`src/rtl/renode_pkg.sv`:
```
// rtl/renode_pkg.sv - shared AXI response codes and request/response types for the Renode bus manager
package renode_pkg;

  localparam int MaxAddressWidth = 64;
  localparam int MaxDataWidth    = 64;

  typedef enum logic [1:0] {
    OKAY   = 2'b00,
    EXOKAY = 2'b01,
    SLVERR = 2'b10,
    DECERR = 2'b11
  } axi_resp_e;

  typedef struct packed {
    logic                         write;
    logic [MaxAddressWidth-1:0]   address;
    logic [MaxDataWidth-1:0]      data;
    logic [MaxDataWidth/8-1:0]    strobe;
  } bus_request_t;

  typedef struct packed {
    logic [MaxDataWidth-1:0] data;
    logic                    error;
    logic                    timeout;
  } bus_response_t;

  function automatic logic resp_is_error(input logic [1:0] resp);
    return axi_resp_e'(resp) inside {SLVERR, DECERR};
  endfunction

endpackage

```
`src/rtl/renode_timeout_counter.sv`:
```
// rtl/renode_timeout_counter.sv - saturating per-transaction cycle budget; TimeoutCycles=0 disables expiry
module renode_timeout_counter #(
  parameter int TimeoutCycles = 100
) (
  input  logic clk,
  input  logic rst_n,
  input  logic clear,
  input  logic enable,
  output logic expired
);

  localparam int CountWidth = (TimeoutCycles > 0) ? $clog2(TimeoutCycles + 1) : 1;
  localparam logic [CountWidth-1:0] Last = CountWidth'((TimeoutCycles > 0) ? TimeoutCycles - 1 : 0);

  logic [CountWidth-1:0] count;

  // The accept cycle is the first budgeted cycle, so a restart loads one.
  always_ff @(posedge clk) begin
    if (!rst_n) begin
      count <= '0;
    end else if (clear) begin
      count <= CountWidth'(1);
    end else if (enable && (count < Last)) begin
      count <= count + CountWidth'(1);
    end
  end

  assign expired = (TimeoutCycles > 0) && (count >= Last);

endmodule

```
`src/rtl/renode_axi_lite_manager.sv`:
```
// rtl/renode_axi_lite_manager.sv - executes single Renode bridge requests as AXI4-Lite manager transactions
module renode_axi_lite_manager
  import renode_pkg::*;
#(
  parameter int AddressWidth  = 32,
  parameter int DataWidth     = 32,
  parameter int TimeoutCycles = 100
) (
  input  logic                    clk,
  input  logic                    rst_n,
  input  logic                    req_valid,
  output logic                    req_ready,
  input  logic                    req_write,
  input  logic [AddressWidth-1:0] req_address,
  input  logic [DataWidth-1:0]    req_data,
  input  logic [DataWidth/8-1:0]  req_strobe,
  output logic                    rsp_valid,
  input  logic                    rsp_ready,
  output logic [DataWidth-1:0]    rsp_data,
  output logic                    rsp_error,
  output logic                    rsp_timeout,
  output logic                    awvalid,
  input  logic                    awready,
  output logic [AddressWidth-1:0] awaddr,
  output logic [2:0]              awprot,
  output logic                    wvalid,
  input  logic                    wready,
  output logic [DataWidth-1:0]    wdata,
  output logic [DataWidth/8-1:0]  wstrb,
  input  logic                    bvalid,
  output logic                    bready,
  input  logic [1:0]              bresp,
  output logic                    arvalid,
  input  logic                    arready,
  output logic [AddressWidth-1:0] araddr,
  output logic [2:0]              arprot,
  input  logic                    rvalid,
  output logic                    rready,
  input  logic [DataWidth-1:0]    rdata,
  input  logic [1:0]              rresp
);

  typedef enum logic [2:0] {IDLE, WR, WR_RESP, RD_ADDR, RD_DATA, RESPOND} state_e;

  state_e                  state_q, state_d;
  logic                    aw_done_q, aw_done_d, w_done_q, w_done_d;
  logic [AddressWidth-1:0] addr_q;
  logic [DataWidth-1:0]    data_q;
  logic [DataWidth/8-1:0]  strb_q;
  logic [DataWidth-1:0]    rsp_data_q, rsp_data_d;
  logic                    rsp_error_q, rsp_error_d, rsp_timeout_q, rsp_timeout_d;
  logic                    accept, expired, counting;

  assign accept   = req_valid && (state_q == IDLE);
  assign counting = state_q inside {WR, WR_RESP, RD_ADDR, RD_DATA};

  renode_timeout_counter #(.TimeoutCycles(TimeoutCycles)) u_timeout (
    .clk     (clk),
    .rst_n   (rst_n),
    .clear   (accept),
    .enable  (counting),
    .expired (expired)
  );

  always_ff @(posedge clk) begin
    if (!rst_n) begin
      state_q       <= IDLE;
      aw_done_q     <= 1'b0;
      w_done_q      <= 1'b0;
      addr_q        <= '0;
      data_q        <= '0;
      strb_q        <= '0;
      rsp_data_q    <= '0;
      rsp_error_q   <= 1'b0;
      rsp_timeout_q <= 1'b0;
    end else begin
      state_q       <= state_d;
      aw_done_q     <= aw_done_d;
      w_done_q      <= w_done_d;
      rsp_data_q    <= rsp_data_d;
      rsp_error_q   <= rsp_error_d;
      rsp_timeout_q <= rsp_timeout_d;
      if (accept) begin
        addr_q <= req_address;
        data_q <= req_data;
        strb_q <= req_strobe;
      end
    end
  end

  always_comb begin
    state_d       = state_q;
    aw_done_d     = aw_done_q;
    w_done_d      = w_done_q;
    rsp_data_d    = rsp_data_q;
    rsp_error_d   = rsp_error_q;
    rsp_timeout_d = rsp_timeout_q;
    unique case (state_q)
      IDLE: begin
        if (req_valid) begin
          state_d       = req_write ? WR : RD_ADDR;
          aw_done_d     = 1'b0;
          w_done_d      = 1'b0;
          rsp_data_d    = '0;
          rsp_error_d   = 1'b0;
          rsp_timeout_d = 1'b0;
        end
      end
      WR: begin
        aw_done_d = aw_done_q || awready;
        w_done_d  = w_done_q || wready;
        if (aw_done_d && w_done_d) begin
          state_d = WR_RESP;
        end else if (expired) begin
          state_d = RESPOND;
        end
      end
      WR_RESP: begin
        if (bvalid) begin
          state_d     = RESPOND;
          rsp_error_d = resp_is_error(bresp);
        end else if (expired) begin
          state_d = RESPOND;
        end
      end
      RD_ADDR: begin
        if (arready) begin
          state_d = RD_DATA;
        end else if (expired) begin
          state_d = RESPOND;
        end
      end
      RD_DATA: begin
        if (rvalid) begin
          state_d     = RESPOND;
          rsp_error_d = resp_is_error(rresp);
          rsp_data_d  = resp_is_error(rresp) ? '0 : rdata;
        end else if (expired) begin
          state_d = RESPOND;
        end
      end
      RESPOND: begin
        if (rsp_ready) state_d = IDLE;
      end
      default: state_d = IDLE;
    endcase
    // Expiry without a completing handshake aborts the transaction.
    if (counting && (state_d == RESPOND) && !(bvalid && state_q == WR_RESP) &&
        !(rvalid && state_q == RD_DATA)) begin
      rsp_error_d   = 1'b1;
      rsp_timeout_d = 1'b1;
      rsp_data_d    = '0;
    end
  end

  assign req_ready   = (state_q == IDLE);
  assign awvalid     = (state_q == WR) && !aw_done_q;
  assign wvalid      = (state_q == WR) && !w_done_q;
  assign arvalid     = (state_q == RD_ADDR);
  assign bready      = (state_q == WR_RESP) || (state_q == IDLE);
  assign rready      = (state_q == RD_DATA) || (state_q == IDLE);
  assign awaddr      = addr_q;
  assign araddr      = addr_q;
  assign wdata       = data_q;
  assign wstrb       = strb_q;
  assign awprot      = 3'b000;
  assign arprot      = 3'b000;
  assign rsp_valid   = (state_q == RESPOND);
  assign rsp_data    = rsp_data_q;
  assign rsp_error   = rsp_error_q;
  assign rsp_timeout = rsp_timeout_q;

endmodule

```
`config.mk`:
```
export PLATFORM = sky130hd
export DESIGN_NAME = renode_axi_lite_manager
export DESIGN_NICKNAME = d
export VERILOG_FILES = /design/src/rtl/renode_pkg.sv /design/src/rtl/renode_timeout_counter.sv /design/src/rtl/renode_axi_lite_manager.sv
export SDC_FILE = /design/constraint.sdc
export NUM_CORES = 1
export LEC_CHECK = 0
export BUFFER_PORTS_ARGS = -buffer_cell sky130_fd_sc_hd__clkbuf_2
export CORE_UTILIZATION = 49
export DETAILED_ROUTE_END_ITERATION = 6
export PLACE_DENSITY_LB_ADDON = 0.08
export SLEW_MARGIN = 5
export SYNTH_ARGS = -nofsm -noshare
export SYNTH_HDL_FRONTEND = slang
export SYNTH_SLANG_ARGS = --single-unit
```
`constraint.sdc`:
```
create_clock -name clk -period 3 [get_ports clk]
set_input_delay 0.3 -clock clk [delete_from_list [all_inputs] [get_ports clk]]
set_output_delay 0.3 -clock clk [all_outputs]
set_load 0.1 [all_outputs]
```
==> results list <==
* Post-Place Cells: 866
* Vias after detailed routing: 4402
- Initial cell density of the core: 51.0%
* Clk_lat worst skew: 0.51 ns
* Sw Ratio: 37.8%
- From bottom edge to top edge, the die measures 103 um.
- The tree is rooted in a sky130_fd_sc_hd__clkbuf_8.
- The initial antenna violation count is 0.
* Sum of negative setup slack: 0 ns
- The clock arrives with 0.0116 ns of skew.
* CTS tree: built
- The floorplan step defined a die boundary enclosing 10600 sq um.
* Initial detailed-routing violation count: 169
* Max Cap Viol: 0
- Yosys mapped a number of flops with a built-in enable equal to 0.
- Number of storage elements in the synthesis netlist: 114
- Int Power: 3090 uW
- GRT Resource Usage Total: 23.1%
* Total of endpoints with negative setup slack in the final report: 0
- In this run the mean area of a mapped cell was 9.13 sq um.
- At the worst endpoint, the required time is 2.70 ns.
- Wires add up to 12.4 mm.
- Slowest library cell on the worst path: sky130_fd_sc_hd__dfxtp_1
* Number of CTS-inserted buffers: 17
- In this run the count of I/O pins placed on the die edge is 261.
* Count of TritonRoute iterations in the first routing pass: 4
- Post-synthesis cell type count: 42
- Number of hold-slack violations in the final timing report: 0
* Total clock sinks: 114
- The analysis attributes to net switching a power of 1880 uW.
* Synthesized area: 5000 sq um
- STA classifies the critical path endpoint as an output port.
- Number of antenna cells inserted: 0
- The first global-routing pass estimated 18.6 mm of wire.
* Top Usage Layer GRT: met2
* Number of H-tree levels: 4
- Final-layout fill cell count: 835
* Layout cells sized above 1: 43.0%
- Logic gate share of total power: 28.5%
* Slew Limit Headroom: 58.6%
- For this run, the register share of the synthesized area comes to 45.6%.
* Non-filler instance count after layout: 898
- Across the whole layout, storage elements account for 2280 sq um.
- Data on the critical path arrives at its endpoint at 2.12 ns.
- Antenna Nets Post-Route: 0
- Based on the critical path, the design can be clocked at up to 0.412 GHz.
* Worst path bufs/invs: 1
* Row count: 36
- Number of port buffers: 252
- Overall power consumption: 4970 uW
* Share of async-settable or async-resettable flops after synthesis: 0%
* Worst Tran Pin Value: 0.621 ns
- Gpl congestion: 0.788
- Traced cell by cell, the critical path runs through nor2b_1, and2_1, clkbuf_2.
- Unrepaired setup endpoints after global routing: no
- Met2 demand-to-capacity share in global routing: 38.5%
- Global routing consumed, on the met3 layer, 9.56% of the routing resources.
* Family with the most delay on the worst path: flip-flops
- Global routing met1 resource utilization: 25.6%
- For this run the aggregate overflow at the end of global routing stands at 0.
- CP Launch Type: flop
* Syn-to-layout area delta: 32.6%
- Final min period: 2.42 ns
* Utilization after layout: 67.6%
- Dividing the detail-routed wire length by the instance count gives 13.8 um.
- IR drop worst, VDD: 0.000397 V
* Top FF cell, synth: sky130_fd_sc_hd__dfxtp_1
- Core ar.: 9820 sq um
- The number of global-route vias before repair was 4115.
* Detailed placement HPWL: 8.76 mm
- Die Span X: 103 um
* Post-layout nets: 870
* Drt drc: 0
* Maximum root-to-sink buffer count: 2
- Synthesis produced 548 cells.
- Total area of multi-input combinational cells: 2240 sq um
* Path type of the worst setup path: reg2out
* Clock-pin slew reported for the worst setup and hold paths after clock tree synthesis: 0.05 ns
* Slew Limit Fails: 0
- Hold Crit Class: in2reg
- On the worst path, the slowest cell contributes a delay of 0.60 ns.
* Critical-path maximum fanout: 15
- Static Leak: 0.00301 uW
- Flop pwr share: 33.6%
- Dividing the final minimum period by the clock period gives 80.8%.
- In the routed layout, each cell is associated on average with a via count of 4.90.
* Status: finished, final reports clean
- Count of warnings emitted by yosys: 0
- Maximum number of pins on one net before global-route repair: 52
- Part of the total power dissipated in the clock network: 37.9%
* Power Dens Cells: 749 nW/um^2
layer usage:
layer,vias up,wire [um]
met5,-,0
met4,0,295
met3,23,978
met2,187,6140
met1,1974,4950
li1,2218,-
cells in the mapped netlist (2+ instances only):
master,instances,area share [%]
sky130_fd_sc_hd__a21boi_0,70,11
sky130_fd_sc_hd__a21oi_1,6,0.60
sky130_fd_sc_hd__a22oi_1,36,5.4
sky130_fd_sc_hd__a2bb2oi_1,2,0.35
sky130_fd_sc_hd__and2_1,3,0.38
sky130_fd_sc_hd__buf_12,3,1.2
sky130_fd_sc_hd__buf_2,6,0.60
sky130_fd_sc_hd__buf_4,38,5.7
sky130_fd_sc_hd__clkbuf_1,31,2.3
sky130_fd_sc_hd__dfxtp_1,114,46
sky130_fd_sc_hd__inv_1,3,0.23
sky130_fd_sc_hd__mux2_2,2,0.45
sky130_fd_sc_hd__mux2i_1,2,0.40
sky130_fd_sc_hd__nand2_1,146,11
sky130_fd_sc_hd__nand3_1,2,0.20
sky130_fd_sc_hd__nand3b_1,2,0.30
sky130_fd_sc_hd__nor2_1,13,0.98
sky130_fd_sc_hd__nor2b_1,5,0.63
sky130_fd_sc_hd__nor3b_1,3,0.45
sky130_fd_sc_hd__nor3b_2,31,7.8
sky130_fd_sc_hd__o21a_1,4,0.60
sky130_fd_sc_hd__o21ai_0,2,0.20
sky130_fd_sc_hd__o22ai_1,3,0.38
sky130_fd_sc_hd__xnor2_1,2,0.35
sky130_fd_sc_hd__xor2_1,2,0.35
cells in the final DEF, fill, tap and decap left out, types with 2 or more instances in the layout:
cell type                       Yosys  routed
sky130_fd_sc_hd__a21boi_0          70      70
sky130_fd_sc_hd__a21oi_1            6       6
sky130_fd_sc_hd__a22oi_1           36      36
sky130_fd_sc_hd__a2bb2oi_1          2       2
sky130_fd_sc_hd__and2_1             3       3
sky130_fd_sc_hd__buf_12             3       2
sky130_fd_sc_hd__buf_4             38       6
sky130_fd_sc_hd__bufinv_16          0       2
sky130_fd_sc_hd__clkbuf_1          31       2
sky130_fd_sc_hd__clkbuf_16          0      16
sky130_fd_sc_hd__clkbuf_2           0     252
sky130_fd_sc_hd__clkbuf_8           0       5
sky130_fd_sc_hd__clkinv_2           0       4
sky130_fd_sc_hd__conb_1             1       6
sky130_fd_sc_hd__dfxtp_1          114     114
sky130_fd_sc_hd__dlygate4sd3_1      0       3
sky130_fd_sc_hd__inv_1              3       3
sky130_fd_sc_hd__mux2_2             2       2
sky130_fd_sc_hd__mux2i_1            2       2
sky130_fd_sc_hd__nand2_1          146     146
sky130_fd_sc_hd__nand3b_1           2       2
sky130_fd_sc_hd__nor2_1            13      12
sky130_fd_sc_hd__nor2b_1            5       5
sky130_fd_sc_hd__nor3b_1            3       3
sky130_fd_sc_hd__nor3b_2           31      30
sky130_fd_sc_hd__o21a_1             4       4
sky130_fd_sc_hd__o21ai_0            2       2
sky130_fd_sc_hd__o22ai_1            3       3
sky130_fd_sc_hd__xnor2_1            2       2
sky130_fd_sc_hd__xor2_1             2       2
worst paths after layout:
| check | end | slack (ns) | cells after the start | startpoint |
|---|---|---|---|---|
| worst max-delay path | rsp_valid | 0.58 | 3 | state_q[2] |
| worst min-delay path | araddr[26] | 0.02 | 3 | req_address[26] |
| worst max register to register | rsp_data[0] | 0.80 | 6 | state_q[2] |
| worst min register to register | wdata[24] | 0.46 | 2 | wdata[24] |
power by group through the flow:
stage                     Combinational (uW)  Clock (uW)  Sequential (uW)
final                                   1410        1880             1670
after global routing                    1480        2000             1680
after CTS                               1420        1920             1670
after detailed placement                1420           0             1700
after global placement                  1410           0             1700
after floorplan                          691           0             2220
registers in the layout, indices dropped and copies added (netlist names):
register and count:
araddr 32, rsp_error 1, u_timeout.count 7, rsp_data 32, w_done_q 1, rsp_timeout 1, wstrb 4, wdata 32
state_q 3, aw_done_q 1
tightest hold or removal path, stage by stage:
cell and delay [ns]:
sky130_fd_sc_hd__clkbuf_2 0.08, sky130_fd_sc_hd__nand2_1 0.04, sky130_fd_sc_hd__a21boi_0 0.06
through the flow:
step | cell area, sq um | hold slack (ns) | worst slack [ns]
6_report | 6640 | 0.0209 | 0.576
5_1_grt | 6640 | 0.00758 | 0.400
4_1_cts | 6630 | 0.000557 | 0.531
3_5_place_dp | 6050 | 0.460 | 0.801
3_3_place_gp | 6050 | 0.450 | 0.837
2_1_floorplan | 5030 | 0.445 | 0.148
timing repair:
item                                   in CTS  in global routing
resized for setup                           0                  0
buffers inserted                            0                  0
endpoints found under the hold margin       2                  1
hold buffers                                2                  1
cell type report:
class / instances / area share [%]
flip-flops and latches: 114 / 34.4
well taps: 133 / 2.51
inverters: 3 / 0.170
clock inverters: 6 / 1.21
multi-input cells: 356 / 33.8
clock buffers: 23 / 7.18
repair buffers: 263 / 20.7
cells by family after synthesis:
| kind of cell | share of synthesized area [%] |
|---|---|
| adders and majority gates | 0.250 |
| xor gates and xnor gates | 0.700 |
| muxes | 0.850 |
| DFF | 45.6 |
| buffers and inverters | 10.4 |
| other | 0.0749 |
| AOI/OAI and AO/OA | 19.8 |
| and+or+nand+nor | 22.4 |
Note: power is estimated with default switching activity, not from simulation.
